File: src/rtl/multiword_add_seq.sv
// Sequential multi-precision add/subtract built around one shared N-bit slice.
// Carries ripple between cycles; flags describe the full W-bit result.
module multiword_add_seq #(
    parameter int N     = 8,
    parameter int WORDS = 4
) (
    input  logic                 clk,
    input  logic                 rst_n,
    input  logic                 in_valid,
    output logic                 in_ready,
    input  logic [N*WORDS-1:0]   a,
    input  logic [N*WORDS-1:0]   b,
    input  logic                 sub,
    output logic                 out_valid,
    input  logic                 out_ready,
    output logic [N*WORDS-1:0]   result,
    output logic                 carry,
    output logic                 overflow,
    output logic                 zero,
    output logic                 busy
);

    localparam int W  = N * WORDS;
    localparam int IW = (WORDS > 1) ? $clog2(WORDS) : 1;

    typedef enum logic [1:0] {IDLE, RUN, DONE} state_t;

    state_t         state;
    state_t         state_nx;
    logic [W-1:0]   op_a;
    logic [W-1:0]   op_b;
    logic [W-1:0]   acc;
    logic [W-1:0]   acc_nx;
    logic [IW-1:0]  idx;
    logic           c_reg;
    logic           z_acc;
    logic [N-1:0]   sl_a;
    logic [N-1:0]   sl_b;
    logic [N-1:0]   s;
    logic           c;
    logic           last;
    logic           accept;

    assign sl_a   = op_a[idx*N +: N];
    assign sl_b   = op_b[idx*N +: N];
    assign {c, s} = {1'b0, sl_a} + {1'b0, sl_b} + {{N{1'b0}}, c_reg};
    assign last   = (idx == IW'(WORDS - 1));
    assign accept = (state == IDLE) && in_valid;

    // Partial sums stay internal until the final slice lands.
    always_comb begin
        acc_nx = acc;
        acc_nx[idx*N +: N] = s;
    end

    always_ff @(posedge clk) begin
        if (!rst_n) state <= IDLE;
        else        state <= state_nx;
    end

    always_comb begin
        state_nx = state;
        unique case (state)
            IDLE:    if (in_valid)  state_nx = RUN;
            RUN:     if (last)      state_nx = DONE;
            DONE:    if (out_ready) state_nx = IDLE;
            default:                state_nx = IDLE;
        endcase
    end

    always_comb begin
        in_ready  = 1'b0;
        out_valid = 1'b0;
        busy      = 1'b0;
        unique case (state)
            IDLE:    in_ready = 1'b1;
            RUN:     busy     = 1'b1;
            DONE: begin
                out_valid = 1'b1;
                busy      = 1'b1;
            end
            default: in_ready = 1'b0;
        endcase
    end

    always_ff @(posedge clk) begin
        if (!rst_n) begin
            op_a     <= '0;
            op_b     <= '0;
            acc      <= '0;
            idx      <= '0;
            c_reg    <= 1'b0;
            z_acc    <= 1'b0;
            result   <= '0;
            carry    <= 1'b0;
            overflow <= 1'b0;
            zero     <= 1'b0;
        end else if (accept) begin
            op_a  <= a;
            op_b  <= sub ? ~b : b;
            c_reg <= sub;
            idx   <= '0;
            z_acc <= 1'b1;
            acc   <= '0;
        end else if (state == RUN) begin
            acc   <= acc_nx;
            c_reg <= c;
            z_acc <= z_acc && (s == '0);
            if (!last) idx <= idx + IW'(1);
            if (last) begin
                result   <= acc_nx;
                carry    <= c;
                overflow <= (op_a[W-1] == op_b[W-1]) && (s[N-1] != op_a[W-1]);
                zero     <= z_acc && (s == '0);
            end
        end
    end

endmodule

File: config.mk
export PLATFORM = sky130hd
export DESIGN_NAME = multiword_add_seq
export DESIGN_NICKNAME = d
export VERILOG_FILES = /design/src/rtl/multiword_add_seq.sv
export SDC_FILE = /design/constraint.sdc
export NUM_CORES = 1
export LEC_CHECK = 0
export ABC_AREA = 1
export CAP_MARGIN = 20
export CORE_ASPECT_RATIO = 2
export CORE_MARGIN = 1
export CORE_UTILIZATION = 25
export DETAILED_ROUTE_END_ITERATION = 8
export SLEW_MARGIN = 10
export SYNTH_ARGS = -nofsm -noshare
export SYNTH_HDL_FRONTEND = slang
export SYNTH_SLANG_ARGS = --single-unit
File: constraint.sdc
create_clock -name clk -period 5.34 [get_ports clk]
set_clock_uncertainty 0.1 [all_clocks]
set_input_delay 1.068 -clock clk [delete_from_list [all_inputs] [get_ports clk]]
set_output_delay 1.068 -clock clk [all_outputs]
set_load 0.01 [all_outputs]
==> impl_metrics.ini <==
[outcome]
outcome = complete, no violations

[clocking]
cts_buffers = 17
post-cts-setup-buffers = 0
cts_hold_buffers = 0
htree_num_levels = 4
clock-root-buffer = clkbuf_16
cts_resized = 0
insertion_delay_ns = 0.43
cts_sinks = 137
cts_tree = built
cts_buffer_depth = 2
clk_pin_slew_ns = 0.06

[die]
ios = 107
die_x_um = 117.9
fp.dieH_um = 233.7
start_util_pct = 25.45
dieArea_um2 = 27550
core_um2 = 26380
row_count = 84

[yosys]
synth_cell_types = 42
synth_edf_count = 0
synthesis.nets = 1005
ys_ff_latch = 137
ys.warnings.count = 0
synthCells = 918
synthArstFlopShare_pct = 0
synth_area_um2 = 6713
syn_area_per_cell_um2 = 7.312
synth-seq-area-share_pct = 40.86
synth_flop_cell = dfxtp_1

[setup_path]
cp.depth = 16
critPathRequiredTime_ns = 5.56
crit_fanout = 46
cp-endpoint = acc[20]
path_cells = buf_4 > o21ai_0 > o22ai_1 > fa_1 > inv_1 > fa_1 > inv_1 > nand2_1 > nand2_1 > nand3_1 > nand2_1 > inv_1 > nand3_1 > o21ai_0 > o21ai_0 > inv_1
crit_family = compound AO/OA/AOI/OAI gates
slowest_delay_ns = 0.47
reg2reg_setup_slack_ns = 1.89
cpMostUsedCell = inv_1
critPathSlowestCell = buf_4
critPathBufInv = 5
arrival_ns = 3.67
reg2reg_from = idx[0]
reg2reg_to = acc[20]
cp-end-kind = flip-flop
worstSetupPathType = flip-flop to flip-flop
startpoint_type = flip-flop
r2r_cells = 16
cp-startpoint = idx[0]

[finish]
layout-drive-gt1-share_pct = 5.666
antenna_cells = 0
area_growth_pct = 28.48
mostFrequentLayoutCells = dfxtp_1 (137), nor2_1 (127), o21ai_0 (116)
fillers = 2856
seqCellArea_um2 = 2743
multi_input_area_um2 = 3257
final_common_cell = dfxtp_1
fin_nets = 1080

[timing]
final-hold-violation-count = 0
setup_slack_ns = 1.892
rsz0062_at_grt = false
tightestPinTransition_ns = 0.9131
fmax_ghz = 0.2900
period_share_pct = 64.57
setup-tns-final_ns = 0
setup_violations = 0
fin_crit_ns = 3.448
slew_headroom_pct = 39.13
slew_viol_final = 0

[place]
dp.final_hpwl_um = 15170
io_buffers = 106
finalWeightedCongestion = 0.8587
dpl_worst_slack_ns = 1.675

[global_route]
grt_usage_pct = 15.08
grt_pass1_vias = 5820
grt_start_max_net_pins = 100
grt_overflow = 0
grt_pass1_wl_um = 31290
antenna_found_initial = 0

[power_and_ir_drop]
vdd_drop_max_v = 0.0002796
power_density_nw_per_um2 = 533.1
p_leak_uw = 0.003693

[route]
drc = 0
vias_per_cell = 4.604
drt_iter0_drc = 233
postRouteAntennaNets = 0
wl_per_cell_um = 15.12
drtPass1Iterations = 4
wl_um = 20420
vias = 6216

[job]
cap_violations = 0

[min_path]
hold_path_class = flip-flop to flip-flop
## cells in the mapped netlist, types with 3 or more instances
cell | n | area, µm²
o22ai_1 | 28 | 175.2
buf_2 | 17 | 85.08
o21a_1 | 19 | 142.6
o21ai_0 | 116 | 580.6
o211ai_1 | 7 | 52.55
o21ai_1 | 20 | 100.1
nand4_1 | 7 | 43.79
o21bai_1 | 10 | 75.07
nand2_1 | 91 | 341.6
nor2_1 | 127 | 476.7
a21oi_1 | 62 | 310.3
buf_1 | 5 | 18.77
nand3_1 | 42 | 210.2
dfxtp_1 | 137 | 2743
clkbuf_1 | 31 | 116.4
ha_1 | 16 | 200.2
xnor2_1 | 32 | 280.3
inv_1 | 115 | 431.7
nor2_2 | 3 | 18.77
## how the worst min path moves through the flow
stage                         from       end  slack, ns  cells after the start
after floorplan           op_a[12]  op_a[12]       0.35                      2
after global placement     op_a[8]   op_a[8]       0.36                      2
after detailed placement  op_a[11]  op_a[11]       0.37                      2
after CTS                 op_a[11]  op_a[11]       0.38                      2
after global routing      op_a[10]  op_a[10]       0.39                      2
final                     op_a[11]  op_a[11]       0.38                      2
## cell type report
class	instances	area share, %
Sequential cell	137	31.80
Tap cell	344	4.991
Inverter	120	5.281
Multi-Input combinational cell	604	37.76
Clock buffer	18	5.092
Clock inverter	14	2.278
Timing Repair Buffer	113	12.80
## worst min-delay path, cell delays in order, from the launching register on
cell	delay (ns)
dfxtp_1	0.32
nor2_1	0.04
nor2_1	0.08
## through the flow
stage	util [%]	instances	hold WS (ns)	total power (µW)	cell area, µm²
detailed placement	30.28	1318	0.3652	3338	7989
finish	32.69	1350	0.3768	4598	8625
global placement	30.28	1318	0.3567	3300	7989
CTS	32.69	1350	0.3788	4620	8625
global route	32.69	1350	0.3943	4906	8625
floorplan	-	918	0.3495	2741	6713
## layer usage
metal	global-route usage, %	up-vias	wire length, µm
li1	-	3161	-
met1	13.85	2853	7104
met2	29.14	151	11400
met3	3.040	51	651
met4	10.94	0	1256
met5	0	-	0
## power breakdown
group | internal [µW] | switching (µW)
clock | 797 | 479
sequential | 1250 | 107
combinational | 634 | 1330
total | 2680 | 1910
## cells by family (layout without fill, tap and decap cells)
logic type               after synthesis  after routing  synth area share (%)
adder cells (fa/ha/maj)               18             18                 3.579
AND/OR/NAND/NOR                      281            281                 18.04
flip-flops                           137            137                 40.86
XOR/XNOR                              33             33                 4.306
AO/OA/AOI/OAI                        272            272                 22.59
buffers and inverters                177            265                 10.62
Note: power is estimated with default switching activity, not from simulation.
